**src/rtl/cpu_ctrl_pkg.sv**
```systemverilog
// Shared types for the CPU run controller.
//   state_e : controller states
//   mode_e  : run mode as presented on the mode input
//   cause_e : halt reason reported on halt_cause
package cpu_ctrl_pkg;

  typedef enum logic [2:0] {
    ST_IDLE      = 3'd0,
    ST_RUN       = 3'd1,
    ST_BURST     = 3'd2,
    ST_WAIT_STEP = 3'd3,
    ST_STEP      = 3'd4,
    ST_HALT      = 3'd5
  } state_e;

  typedef enum logic [1:0] {
    MODE_FREE     = 2'b00,
    MODE_STEP     = 2'b01,
    MODE_BURST    = 2'b10,
    MODE_STEP_ALT = 2'b11
  } mode_e;

  typedef enum logic [2:0] {
    CAUSE_NONE       = 3'd0,
    CAUSE_HOST       = 3'd1,
    CAUSE_BREAKPOINT = 3'd2,
    CAUSE_TIMEOUT    = 3'd3,
    CAUSE_BURST_DONE = 3'd4
  } cause_e;

endpackage

```
**src/rtl/cpu_run_ctrl_bp_match.sv**
```systemverilog
// Breakpoint comparator array.
//   pc      : current fetch PC
//   bp_addr : NUM_BP packed breakpoint addresses, slot i at [i*PC_W +: PC_W]
//   bp_en   : per-slot enable
//   hit     : any enabled slot equals pc (combinational)
module bp_match #(
  parameter int PC_W   = 32,
  parameter int NUM_BP = 4
) (
  input  logic [PC_W-1:0]        pc,
  input  logic [NUM_BP*PC_W-1:0] bp_addr,
  input  logic [NUM_BP-1:0]      bp_en,
  output logic                   hit
);

  // OR-reduce the per-slot address matches
  always_comb begin
    hit = 1'b0;
    for (int i = 0; i < NUM_BP; i++) begin
      hit = hit | (bp_en[i] & (pc == bp_addr[i*PC_W +: PC_W]));
    end
  end

endmodule

```
**src/rtl/cpu_run_ctrl.sv**
```systemverilog
// CPU run controller: free-run, single-step and burst execution with
// breakpoints, cycle timeout and host halt.
//   clk, rst          : clock, synchronous active-high reset
//   mode, start, step : run mode, start/resume pulse, step level input
//   halt_req          : host stop request
//   burst_len         : burst cycle count (sampled on start)
//   max_cycles        : timeout limit compared live, 0 disables
//   pc, bp_addr, bp_en: fetch PC and breakpoint slots
//   cpu_en            : CPU clock enable (combinational)
//   halted            : high in HALT
//   halt_cause        : reason for the last halt
//   cycle_count       : saturating count of enabled CPU cycles
module cpu_run_ctrl
  import cpu_ctrl_pkg::*;
#(
  parameter int PC_W    = 32,
  parameter int CNT_W   = 32,
  parameter int BURST_W = 16,
  parameter int NUM_BP  = 4
) (
  input  logic                   clk,
  input  logic                   rst,
  input  logic [1:0]             mode,
  input  logic                   start,
  input  logic                   step,
  input  logic                   halt_req,
  input  logic [BURST_W-1:0]     burst_len,
  input  logic [CNT_W-1:0]       max_cycles,
  input  logic [PC_W-1:0]        pc,
  input  logic [NUM_BP*PC_W-1:0] bp_addr,
  input  logic [NUM_BP-1:0]      bp_en,
  output logic                   cpu_en,
  output logic                   halted,
  output logic [2:0]             halt_cause,
  output logic [CNT_W-1:0]       cycle_count
);

  state_e             state, state_nxt;
  cause_e             last_cause, cause_nxt;
  logic [BURST_W-1:0] remain, remain_nxt;
  logic               skip, skip_nxt;
  logic               step_q;
  logic               bp_raw;
  logic               bp_hit;
  logic               run_state;
  logic               step_edge;
  logic               timeout;
  logic               burst_done;
  logic [CNT_W-1:0]   cnt_inc;

  bp_match #(
    .PC_W   (PC_W),
    .NUM_BP (NUM_BP)
  ) u_bp_match (
    .pc      (pc),
    .bp_addr (bp_addr),
    .bp_en   (bp_en),
    .hit     (bp_raw)
  );

  // skip masks the breakpoint at the resume PC so execution can move past it
  assign bp_hit     = bp_raw & ~skip;
  assign run_state  = (state == ST_RUN) | (state == ST_BURST) | (state == ST_STEP);
  assign cpu_en     = run_state & ~bp_hit;
  assign step_edge  = step & ~step_q;
  assign cnt_inc    = (&cycle_count) ? cycle_count
                                     : cycle_count + {{(CNT_W-1){1'b0}}, 1'b1};
  assign timeout    = cpu_en & (max_cycles != {CNT_W{1'b0}}) & (cnt_inc == max_cycles);
  assign burst_done = cpu_en & (state == ST_BURST) & (remain == {{(BURST_W-1){1'b0}}, 1'b1});
  assign halted     = (state == ST_HALT);
  assign halt_cause = last_cause;

  // next-state, cause, remain and skip selection
  always_comb begin
    state_nxt = state;
    cause_nxt = last_cause;
    skip_nxt  = skip & ~cpu_en;
    if (cpu_en && (state == ST_BURST)) begin
      remain_nxt = remain - {{(BURST_W-1){1'b0}}, 1'b1};
    end else begin
      remain_nxt = remain;
    end

    if (halt_req && (state != ST_HALT)) begin
      // host request outranks everything, including a same-cycle start
      state_nxt = ST_HALT;
      cause_nxt = CAUSE_HOST;
    end else begin
      case (state)
        ST_IDLE, ST_HALT: begin
          if (start) begin
            cause_nxt = CAUSE_NONE;
            skip_nxt  = 1'b1;
            case (mode_e'(mode))
              MODE_FREE: state_nxt = ST_RUN;
              MODE_BURST: begin
                remain_nxt = burst_len;
                if (burst_len == {BURST_W{1'b0}}) begin
                  state_nxt = ST_HALT;
                  cause_nxt = CAUSE_BURST_DONE;
                end else begin
                  state_nxt = ST_BURST;
                end
              end
              default: state_nxt = ST_WAIT_STEP;
            endcase
          end else begin
            state_nxt = state;
          end
        end
        ST_RUN, ST_BURST, ST_STEP: begin
          if (bp_hit) begin
            state_nxt = ST_HALT;
            cause_nxt = CAUSE_BREAKPOINT;
          end else if (timeout) begin
            state_nxt = ST_HALT;
            cause_nxt = CAUSE_TIMEOUT;
          end else if (burst_done) begin
            state_nxt = ST_HALT;
            cause_nxt = CAUSE_BURST_DONE;
          end else if (state == ST_STEP) begin
            state_nxt = ST_WAIT_STEP;
          end else begin
            state_nxt = state;
          end
        end
        ST_WAIT_STEP: begin
          if (step_edge) begin
            state_nxt = ST_STEP;
            skip_nxt  = 1'b1;
          end else begin
            state_nxt = state;
          end
        end
        default: begin
          state_nxt = ST_IDLE;
          cause_nxt = CAUSE_NONE;
        end
      endcase
    end
  end

  // state and counter registers
  always_ff @(posedge clk) begin
    if (rst) begin
      state       <= ST_IDLE;
      last_cause  <= CAUSE_NONE;
      remain      <= {BURST_W{1'b0}};
      skip        <= 1'b0;
      step_q      <= 1'b0;
      cycle_count <= {CNT_W{1'b0}};
    end else begin
      state       <= state_nxt;
      last_cause  <= cause_nxt;
      remain      <= remain_nxt;
      skip        <= skip_nxt;
      step_q      <= step;
      cycle_count <= cpu_en ? cnt_inc : cycle_count;
    end
  end

endmodule

```
**config.mk**
```make
export PLATFORM = sky130hd
export DESIGN_NAME = cpu_run_ctrl
export DESIGN_NICKNAME = d
export VERILOG_FILES = /design/src/rtl/cpu_ctrl_pkg.sv /design/src/rtl/cpu_run_ctrl_bp_match.sv /design/src/rtl/cpu_run_ctrl.sv
export SDC_FILE = /design/constraint.sdc
export NUM_CORES = 1
export LEC_CHECK = 0
export CAP_MARGIN = 5
export CORE_ASPECT_RATIO = 0.8
export CORE_MARGIN = 3
export CORE_UTILIZATION = 48
export CTS_BUF_LIST = sky130_fd_sc_hd__clkbuf_2 sky130_fd_sc_hd__clkbuf_4 sky130_fd_sc_hd__clkbuf_8
export CTS_CLUSTER_SIZE = 24
export DETAILED_ROUTE_END_ITERATION = 8
export GPL_TIMING_DRIVEN = 0
export PLACE_DENSITY = 0.9
export REMOVE_ABC_BUFFERS = 1
export SYNTH_ARGS = -nofsm -noshare
export SYNTH_HDL_FRONTEND = slang
export SYNTH_SLANG_ARGS = --single-unit
```
**constraint.sdc**
```tcl
create_clock -name clk -period 8.4 [get_ports clk]
set_input_delay 2.1 -clock clk [delete_from_list [all_inputs] [get_ports clk]]
set_output_delay 2.1 -clock clk [all_outputs]
set_load 0.02 [all_outputs]
```
==> out/qor.json, run 1 <==
{
  "critical_path": {
    "critical-path-top-cell-by-count": "clkdlybuf4s50_1",
    "cp_max_fo": 9,
    "worst_ep_required_time_ns": 6.30,
    "worstPathArrival_ns": 6.00,
    "endpoint_kind": "output port",
    "timing.critical_path.cells": "clkdlybuf4s50_1, xor2_1, nor4_1, nand4_1, or3_1, a41oi_1, nor2_1, clkdlybuf4s50_1",
    "max_stage_delay_ns": 0.80,
    "setup.worst_path.class": "in2out",
    "r2r_cells": 12,
    "start_kind": "input port",
    "cpMaxStageDelayCell": "nor4_1"
  },
  "timing": {
    "clock.fmax_mhz": 124,
    "final-hold-violation-count": 0,
    "slew_headroom_pct": 38.7,
    "report.final.slew_viol_count": 0,
    "final.setup.tns_ns": 0,
    "rsz_0062_raised_after_global_routing": "false",
    "worstMarginPinSlew_ns": 0.911,
    "final_min_period_over_clock_period_pct": 96.4,
    "final_setup_viols": 0,
    "post-route-worst-setup-slack_ns": 0.303,
    "fin_worst_skew_ns": 0.0143,
    "fin_crit_ns": 8.10
  },
  "grt": {
    "overflow": 0,
    "antenna_violations_before_repair": 0,
    "grt_pass1_vias": 6321,
    "grt_start_max_net_pins": 41,
    "first_pass_grt_wire_length_um": 34300,
    "grtUsageTotal_pct": 32.1
  },
  "placed_design": {
    "dpl.hpwl_um": 18700,
    "port_buffers": 255,
    "gp_congestion": 0.984,
    "place_ws_ns": 0.401,
    "dpl-instance-area_um2": 8430,
    "dp.cells": 1128
  },
  "flow_run": {
    "number_of_max_cap_violations": 0
  },
  "detailed_routing": {
    "detail_route.wl_per_cell_um": 19.8,
    "via_count": 6658,
    "antenna_violating_nets_post_route": 0,
    "dr.pass1.iters": 6,
    "viasPerCell": 5.86,
    "post-route-drc-count": 0,
    "routed_wl_um": 22500,
    "drtIter0Drc": 596
  },
  "die": {
    "floorplan.rows": 35,
    "die_h_um": 104,
    "fp.dieArea_um2": 13500,
    "die_w_um": 129,
    "core_region_area_um2": 11600,
    "design.portCount": 256,
    "initial_cell_density_of_the_core_pct": 49.9
  },
  "power_and_ir_drop": {
    "p_leak_nw": 2.96,
    "power_per_cell_area_nw_per_um2": 111,
    "max-vdd-ir-drop_v": 0.0000855
  },
  "yosys": {
    "synth_largest_area_cell": "xor2_1",
    "number_of_flops_mapped_to_enable_cells_by_yosys": 0,
    "post_synth_num_cell_types": 65,
    "synth_async_sr_flop_share_pct": 0,
    "synth_ff_type": "dfxtp_1",
    "synth.yosys.seq_area_share_pct": 19.3,
    "synthesis.area_per_instance_um2": 7.70,
    "gate_count_post_synth": 755,
    "synthTopCellsByArea": "xor2_1 22%, dfxtp_1 19%, xnor2_1 9.8%",
    "mappedNetlistArea_um2": 5810,
    "synth.ff_latch_count": 56,
    "synth_largest_type_area_fraction_pct": 21.8,
    "yosysWarningCount": 0
  },
  "outcome": {
    "status": "completed"
  },
  "clock_network": {
    "ctsHtreeMaxLevel": 2,
    "cts_setup_buffers": 0,
    "path_clk_slew_ns": 0.10,
    "cts_root_buf": "clkbuf_8",
    "cts_tree": "built",
    "clock_latency_ns": 0.33,
    "cts-root-to-sink-buffers": 2,
    "cts_resized": 0,
    "number_of_hold_buffers_added_after_cts": 0,
    "cts-buffers-inserted": 5,
    "cts.sink_count": 56
  },
  "final_layout": {
    "area_delta_synth_final_pct": 46.6,
    "fillers": 922,
    "finalNetCount": 1209,
    "postLayoutCoreUtil_pct": 73.2,
    "antenna-diode-count": 0,
    "finalNonFillerCells": 1136,
    "final_cell_area_um2": 8520,
    "drive_above_1_share_pct": 3.34
  },
  "hold_path": {
    "holdCritPathClass": "reg2reg",
    "worstHoldPathCells": 2
  }
}
placed cells by master (no fill, tap or decap), drive strengths merged, types with 9 or more instances in the layout:
cell | netlist | routed
a21oi | 14 | 14
nor4 | 56 | 56
dfxtp | 56 | 56
a211oi | 19 | 19
or3 | 11 | 11
nand2b | 9 | 9
clkdlybuf4s50 | 0 | 254
nor2 | 89 | 89
xor2 | 145 | 145
nor3 | 27 | 27
o21ai | 13 | 13
nand2 | 50 | 50
inv | 14 | 16
nand3 | 34 | 34
nand4 | 27 | 27
xnor2 | 65 | 65
state kept, by name, indices dropped and copies added, names as in the netlist:
| signal | flops |
|---|---|
| cycle_count | 32 |
| step_q | 1 |
| state | 3 |
| halt_cause | 3 |
| skip | 1 |
| remain | 16 |
cell type report:
| type | count | area (µm²) | share of cell area, % |
|---|---|---|---|
| multi-input cells | 654 | 4500 | 52.8 |
| repair buffers | 256 | 2570 | 30.1 |
| flip-flops and latches | 56 | 1120 | 13.2 |
| well taps | 148 | 185 | 2.17 |
| clock buffers | 5 | 68.8 | 0.807 |
| inverters | 14 | 52.6 | 0.616 |
| clock inverters | 3 | 25.0 | 0.294 |
Yosys cell counts (all sizes together) (2+ instances only):
cell type / count
a2111oi: 4
and3: 6
a21oi: 14
or4: 3
o21a: 2
and4: 2
inv: 14
o211ai: 3
xnor2: 65
or2: 4
a211oi: 19
mux2i: 8
and2: 4
buf: 9
nand2b: 9
nand3: 34
nand2: 50
dfxtp: 56
ha: 3
o21bai: 2
nor4: 56
o22ai: 8
xor2: 145
a221oi: 3
o21ai: 13
a2bb2oi: 2
o2111ai: 2
clkbuf: 22
nand4: 27
nor2b: 8
o32a: 2
or3: 11
nor2: 89
o2bb2ai: 2
a31oi: 7
o31ai: 2
nor3: 27
where the power goes:
| part | internal [mW] | leakage (nW) | switching (mW) |
|---|---|---|---|
| clock | 0.0612 | 0.0452 | 0.103 |
| combinational | 0.224 | 2.46 | 0.227 |
| sequential | 0.291 | 0.454 | 0.0399 |
| total | 0.576 | 2.96 | 0.370 |
path summary, 6_finish.rpt:
check / from / endpoint / slack, ns
max: pc[22] / cpu_en / 0.30
min: halt_cause[0]$_SDFFE_PP0P_ / halt_cause[0]$_SDFFE_PP0P_ / 0.49
max reg2reg: cycle_count[0]$_SDFFE_PP0N_ / state[1]$_SDFFE_PP0P_ / 3.73
min reg2reg: halt_cause[0]$_SDFFE_PP0P_ / halt_cause[0]$_SDFFE_PP0P_ / 0.49
logic make-up (layout without fill, tap and decap cells):
logic type | count (synthesis) | count (layout) | share of synthesized area, %
multiplexers | 9 | 9 | 1.57
flip-flops | 56 | 56 | 19.3
AND/OR/NAND/NOR | 334 | 334 | 30.9
XOR/XNOR | 210 | 210 | 31.6
buffers and inverters | 45 | 278 | 3.23
adder cells (fa/ha/maj) | 3 | 3 | 0.646
AO/OA/AOI/OAI | 98 | 98 | 12.7
stage by stage:
stage / hold WS (ns) / power (mW)
global placement: 0.475 / 0.768
detailed placement: 0.479 / 0.777
finish: 0.494 / 0.946
CTS: 0.495 / 0.941
global route: 0.524 / 1.00
floorplan: 0.477 / 0.561
per-layer routing:
layer  up-vias  routed length (µm)  GRT usage [%]
met5         -                   0              0
met4         0                 411           6.67
met3        40                2290           8.21
met2       363               10300           50.6
met1      3089                9570           44.3
li1       3166                   -              -
worst max-delay path: cells and delay by family:
family                    cells  cell delay [ns]
AOI/OAI and AO/OA             1             0.66
and+or+nand+nor               4             1.80
xor gates and xnor gates      1             0.22
buffers and inverters         2             1.20
(Power assumes the default switching activity.)
==> inputs of run 2 (changes only) <==
- CORE_UTILIZATION: 48 -> 44
- PLACE_DENSITY: 0.9 -> 0.83
- clock period: 8.4 -> 8.1 ns (I/O delays scaled with it)
==> run 2 against run 1 <==
Sequential share of layout area is 0.060 points lower. Critical path depth unchanged. Hold slack better by 0.0060 ns. First-iteration DRC count increased by 9.7%. Sequential cell count unchanged. Power rose by 3.6%. Design area is 0.45% higher. Utilization shrank 4.8 points. Routed wire length decreased by 0.40%. Sequential power grew 4%. Global-route usage fell by 2.4 points. Largest cell class unchanged.
==> out/qor.json, run 2 (synthesis gave the netlist of run 1 again) <==
{
  "final_layout": {
    "final_cell_mix": "254 x clkdlybuf4s50_1, 145 x xor2_1, 88 x nor2_1",
    "finalNetCount": 1209,
    "register_area_um2": 1120,
    "area_delta_synth_final_pct": 47.3,
    "largest_register_ffs": 32,
    "fillers": 1066,
    "postLayoutCoreUtil_pct": 68.4,
    "registers.top_by_ff_count": "cycle_count",
    "multiInputGateArea_um2": 4510,
    "leading_cell_type_in_the_layout_fill_and_taps_excluded": "clkdlybuf4s50_1",
    "layout_top_registers": "cycle_count (32), remain (16)",
    "antenna-diode-count": 0,
    "drive_above_1_share_pct": 3.44
  },
  "critical_path": {
    "cp_top_family": "simple AND/OR/NAND/NOR gates",
    "critical_path_buf_inv_count": 2,
    "max_stage_delay_ns": 0.74,
    "worst_ep_required_time_ns": 6.08,
    "endpoint_kind": "output port",
    "timing.critical_path.cells": "clkdlybuf4s50_1, xor2_1, nor4_1, nand4_1, or3_1, a41oi_2, nor2_1, clkdlybuf4s50_1",
    "start_kind": "input port",
    "worstPathArrival_ns": 5.68,
    "cp_max_fo": 9,
    "critical-path-top-cell-by-count": "clkdlybuf4s50_1",
    "setup.worst_path.class": "in2out",
    "cpMaxStageDelayCell": "nor4_1"
  },
  "timing": {
    "worstMarginPinSlew_ns": 0.887,
    "hold_slack_ns": 0.500,
    "final.setup.tns_ns": 0,
    "final-hold-violation-count": 0,
    "rsz_0062_raised_after_global_routing": "false",
    "final_setup_viols": 0,
    "slew_headroom_pct": 40.9,
    "clock.fmax_mhz": 130,
    "final_min_period_over_clock_period_pct": 95.1,
    "report.final.slew_viol_count": 0,
    "fin_worst_skew_ns": 0.00762,
    "fin_crit_ns": 7.70
  },
  "detailed_routing": {
    "post-route-drc-count": 0,
    "detail_route.wl_per_cell_um": 19.4,
    "drtIter0Drc": 654,
    "antenna_violating_nets_post_route": 0,
    "via_count": 6547,
    "routed_wl_um": 22400,
    "dr.pass1.iters": 5,
    "viasPerCell": 5.65
  },
  "grt": {
    "grt_start_max_net_pins": 39,
    "grt_pass1_vias": 6201,
    "overflow": 0,
    "antenna_violations_before_repair": 0,
    "met3_usage_pct": 5.72,
    "grtUsageTotal_pct": 29.8,
    "gr-usage-met1_pct": 43.2,
    "first_pass_grt_wire_length_um": 34400,
    "grt_use_met2_pct": 47.2,
    "busiest_layer": "met2"
  },
  "placed_design": {
    "port_buffers": 255,
    "gp_congestion": 0.957,
    "dpl.hpwl_um": 18800
  },
  "power_and_ir_drop": {
    "cell_internal_pwr_mw": 0.598,
    "total_power_consumption_mw": 0.980,
    "power.switching_fraction_pct": 39.0,
    "max-vdd-ir-drop_v": 0.0000876,
    "power_per_cell_area_nw_per_um2": 114,
    "power.combinational.fraction_pct": 47.7,
    "switchingPower_mw": 0.382,
    "power.share.sequential_pct": 35.1,
    "clkPwrFrac_pct": 17.2,
    "p_leak_nw": 2.97
  },
  "clock_network": {
    "cts_tree": "built",
    "number_of_hold_buffers_added_after_cts": 0,
    "cts_setup_buffers": 0,
    "ctsHtreeMaxLevel": 2,
    "path_clk_slew_ns": 0.11,
    "cts_root_buf": "clkbuf_8",
    "clock_latency_ns": 0.32,
    "cts_resized": 0,
    "cts-root-to-sink-buffers": 2,
    "cts.sink_count": 56,
    "cts-buffers-inserted": 5
  },
  "die": {
    "die_h_um": 109,
    "die_w_um": 135,
    "fp.dieArea_um2": 14600,
    "design.portCount": 256,
    "floorplan.rows": 36,
    "core_region_area_um2": 12500,
    "initial_cell_density_of_the_core_pct": 46.4
  },
  "outcome": {
    "status": "completed"
  },
  "flow_run": {
    "number_of_max_cap_violations": 0
  },
  "hold_path": {
    "holdCritPathClass": "reg2reg"
  }
}
run 2: per-layer routing:
metal  part of all wire (%)  vias to the layer above
met2                     45                      331
met4                    1.1                        0
met1                     46                     3017
met5                      0                        -
met3                    8.7                       26
li1                       -                     3173
run 2: worst reg2reg max path, stage by stage (launching register included):
cell and delay, ns:
dfxtp_1 0.49, ha_1 0.24, nand4_1 0.23, nor3_1 0.64, and4_1 0.57, nor2_1 0.11
xnor2_1 0.17, a2111oi_0 0.33, nand4_1 0.26, o41ai_4 0.54, nor3_2 0.19, a2111oi_2 0.39
o2bb2ai_1 0.14
run 2: area by class of cell:
type                       instances  share of cell area [%]
tap                              171                    2.50
clock buffer                       5                   0.804
timing repair buffer             256                    30.0
inverter                          14                   0.614
clock inverter                     3                   0.321
sequential                        56                    13.1
multi-input combinational        654                    52.7
run 2: path summary, 6_finish.rpt:
| check | from | end | slack, ns | cells after the start |
|---|---|---|---|---|
| setup / recovery | pc[14] | cpu_en | 0.40 | 8 |
| hold / removal | halt_cause[0]$_SDFFE_PP0P_ | halt_cause[0]$_SDFFE_PP0P_ | 0.50 | 2 |
| setup reg to reg | cycle_count[0]$_SDFFE_PP0N_ | state[2]$_SDFFE_PP0P_ | 3.73 | 12 |
| hold reg to reg | halt_cause[0]$_SDFFE_PP0P_ | halt_cause[0]$_SDFFE_PP0P_ | 0.50 | 2 |
run 2: through the flow:
stage | instance area [µm²] | worst slack [ns] | cells
after floorplan | 5680 | 2.48 | 724
after global placement | 8440 | 0.0790 | 1150
after detailed placement | 8460 | 0.0912 | 1151
after CTS | 8560 | 0.0856 | 1159
after global routing | 8560 | 0.278 | 1159
final | 8560 | 0.396 | 1159
run 2: power by group through the flow:
stage               sequential, mW  clock [mW]  combinational (mW)
floorplan                    0.345           0               0.237
global placement             0.348           0               0.452
detailed placement           0.348           0               0.459
CTS                          0.342       0.171               0.462
global route                 0.349       0.184               0.508
finish                       0.344       0.169               0.467
==> inputs of run 3 (changes only) <==
- PLACE_DENSITY: 0.83 -> 0.84
- SYNTH_HIERARCHICAL: default -> 1
==> run 3 against run 2 <==
Critical endpoint unchanged. Design area down 0.82%. Die area decreased by 1.1%. Critical path type unchanged. Synthesized cell count rose by 0.40%. Maximum frequency up 4.9%. Largest power group unchanged. Utilization is 0.31 points lower. Routed wire length increased by 0.11%.
==> out/qor.json, run 3 <==
{
  "outcome": {
    "status": "completed"
  },
  "grt": {
    "grt_pass1_vias": 6191,
    "gr-usage-met1_pct": 42.8,
    "grt_start_max_net_pins": 49,
    "grtUsageTotal_pct": 30.2,
    "met3_usage_pct": 7.67,
    "grt_use_met2_pct": 46.7,
    "busiest_layer": "met2",
    "overflow": 0,
    "antenna_violations_before_repair": 0,
    "first_pass_grt_wire_length_um": 34600
  },
  "power_and_ir_drop": {
    "max-vdd-ir-drop_v": 0.0000747,
    "p_leak_nw": 2.99,
    "power_per_cell_area_nw_per_um2": 111,
    "total_power_consumption_mw": 0.940
  },
  "critical_path": {
    "start_kind": "input port",
    "worstPathArrival_ns": 5.32,
    "worst_ep_required_time_ns": 6.08,
    "setup.worst_path.class": "in2out",
    "r2r_cells": 11,
    "worst_r2r_endpoint": "halt_cause[2]$_SDFFE_PP0P_",
    "endpoint_kind": "output port",
    "cp_max_fo": 10,
    "critical_path.reg2reg.startpoint": "cycle_count[1]$_SDFFE_PP0P_",
    "worst-r2r-setup-slack_ns": 3.42
  },
  "flow_run": {
    "number_of_max_cap_violations": 0
  },
  "timing": {
    "report.final.slew_viol_count": 0,
    "fin_crit_ns": 7.34,
    "final-hold-violation-count": 0,
    "worstMarginPinSlew_ns": 1.11,
    "final_setup_viols": 0,
    "fin_worst_skew_ns": 0.00972,
    "rsz_0062_raised_after_global_routing": "false",
    "post-route-worst-setup-slack_ns": 0.757,
    "final_min_period_over_clock_period_pct": 90.7,
    "slew_headroom_pct": 25.4,
    "final.setup.tns_ns": 0,
    "clock.fmax_mhz": 136
  },
  "final_layout": {
    "leading_cell_type_in_the_layout_fill_and_taps_excluded": "clkdlybuf4s50_1",
    "drive_above_1_share_pct": 2.84,
    "register_area_um2": 1120,
    "antenna-diode-count": 0,
    "final_cell_mix": "254 x clkdlybuf4s50_1, 156 x xor2_1, 81 x nor2_1",
    "largest_register_ffs": 32,
    "multiInputGateArea_um2": 4430,
    "fillers": 1084,
    "registers.top_by_ff_count": "cycle_count",
    "finalNetCount": 1208,
    "layout_top_registers": "cycle_count (32), remain (16)",
    "area_delta_synth_final_pct": 47.8
  },
  "clock_network": {
    "ctsHtreeMaxLevel": 2,
    "cts_setup_buffers": 0,
    "cts-root-to-sink-buffers": 2,
    "cts_resized": 0,
    "path_clk_slew_ns": 0.10,
    "cts.sink_count": 56,
    "number_of_hold_buffers_added_after_cts": 0,
    "cts_tree": "built",
    "cts-buffers-inserted": 5,
    "cts_root_buf": "clkbuf_8",
    "clock_latency_ns": 0.33
  },
  "placed_design": {
    "place_ws_ns": 0.875,
    "dpl.hpwl_um": 18700,
    "gp_congestion": 0.996,
    "port_buffers": 255
  },
  "yosys": {
    "synth_largest_type_area_fraction_pct": 23.8,
    "synth_async_sr_flop_share_pct": 0,
    "synthTopCellsByArea": "xor2_1 24%, dfxtp_1 20%, xnor2_1 7.6%",
    "mappedNetlistArea_um2": 5750,
    "synth.ff_latch_count": 56,
    "gate_count_post_synth": 758,
    "synth.yosys.seq_area_share_pct": 19.5,
    "post_synth_num_cell_types": 62,
    "synth_ff_type": "dfxtp_1",
    "number_of_flops_mapped_to_enable_cells_by_yosys": 0,
    "synth.top_cells.by_count": "156 x xor2_1, 81 x nor2_1, 56 x dfxtp_1",
    "synthesis.area_per_instance_um2": 7.58,
    "yosysMostFrequentCell": "xor2_1",
    "synth_largest_area_cell": "xor2_1",
    "yosysWarningCount": 6
  },
  "detailed_routing": {
    "antenna_violating_nets_post_route": 0,
    "routed_wl_um": 22500,
    "post-route-drc-count": 0,
    "dr.pass1.iters": 6,
    "via_count": 6590,
    "drtIter0Drc": 686,
    "viasPerCell": 5.69,
    "detail_route.wl_per_cell_um": 19.4
  },
  "die": {
    "die_w_um": 134,
    "initial_cell_density_of_the_core_pct": 46.1,
    "core_region_area_um2": 12500,
    "fp.dieArea_um2": 14500,
    "die_h_um": 108,
    "floorplan.rows": 36,
    "design.portCount": 256
  },
  "hold_path": {
    "holdCritPathClass": "reg2reg",
    "timing.hold.worst_endpoint": "halt_cause[2]$_SDFFE_PP0P_",
    "worstHoldPathCells": 2,
    "worstHoldStart": "halt_cause[2]$_SDFFE_PP0P_"
  }
}
[run 3: routing by layer]
layer  vias to the layer above  part of all wire (%)
li1                       3174                     -
met1                      3018                    44
met5                         -                     0
met3                        43                    10
met4                         0                   1.8
met2                       355                    44
[run 3: worst max-delay path by stage]
stage	endpoint	slack (ns)	cells after the start	startpoint
detailed placement	cpu_en	0.87	10	pc[2]
global route	cpu_en	0.60	10	pc[2]
floorplan	state[2]$_SDFFE_PP0P_	2.43	16	bp_addr[62]
finish	cpu_en	0.76	10	pc[3]
CTS	cpu_en	0.86	10	pc[13]
global placement	cpu_en	0.89	10	pc[2]
[run 3: through the flow]
step | hold slack, ns | cells | utilization (%) | area, µm²
floorplan | 0.470 | 721 | - | 5600
global placement | 0.454 | 1147 | 67.1 | 8370
detailed placement | 0.462 | 1150 | 67.3 | 8400
CTS | 0.488 | 1158 | 68.1 | 8490
global route | 0.509 | 1158 | 68.1 | 8490
finish | 0.491 | 1158 | 68.1 | 8490
[run 3: logic make-up after synthesis]
group	share of synthesized area, %
AOI/OAI and AO/OA	13.7
and+or+nand+nor	29.8
DFF	19.5
buffers and inverters	3.40
xor gates and xnor gates	31.4
muxes	1.59
adders and majority gates	0.653
[run 3: area by class of cell]
cell class              instances  area share (%)
multi-input cells             652            52.2
repair buffers                258            30.4
flip-flops and latches         56            13.2
well taps                     171            2.52
clock buffers                   5           0.810
inverters                      13           0.575
clock inverters                 3           0.324
[run 3: power by group]
| group | switching [mW] | internal [mW] | leakage, nW |
|---|---|---|---|
| clock | 0.105 | 0.0638 | 0.0463 |
| combinational | 0.215 | 0.220 | 2.49 |
| sequential | 0.0382 | 0.298 | 0.454 |
[run 3: critical path, stage by stage]
cell,delay [ns]
clkdlybuf4s50_1,0.55
xor2_1,0.22
nor4_1,0.41
nand4_1,0.24
nor3_1,0.30
or4_1,0.20
nand2b_1,0.09
nand2b_1,0.22
clkinv_1,0.39
clkdlybuf4s50_1,0.66
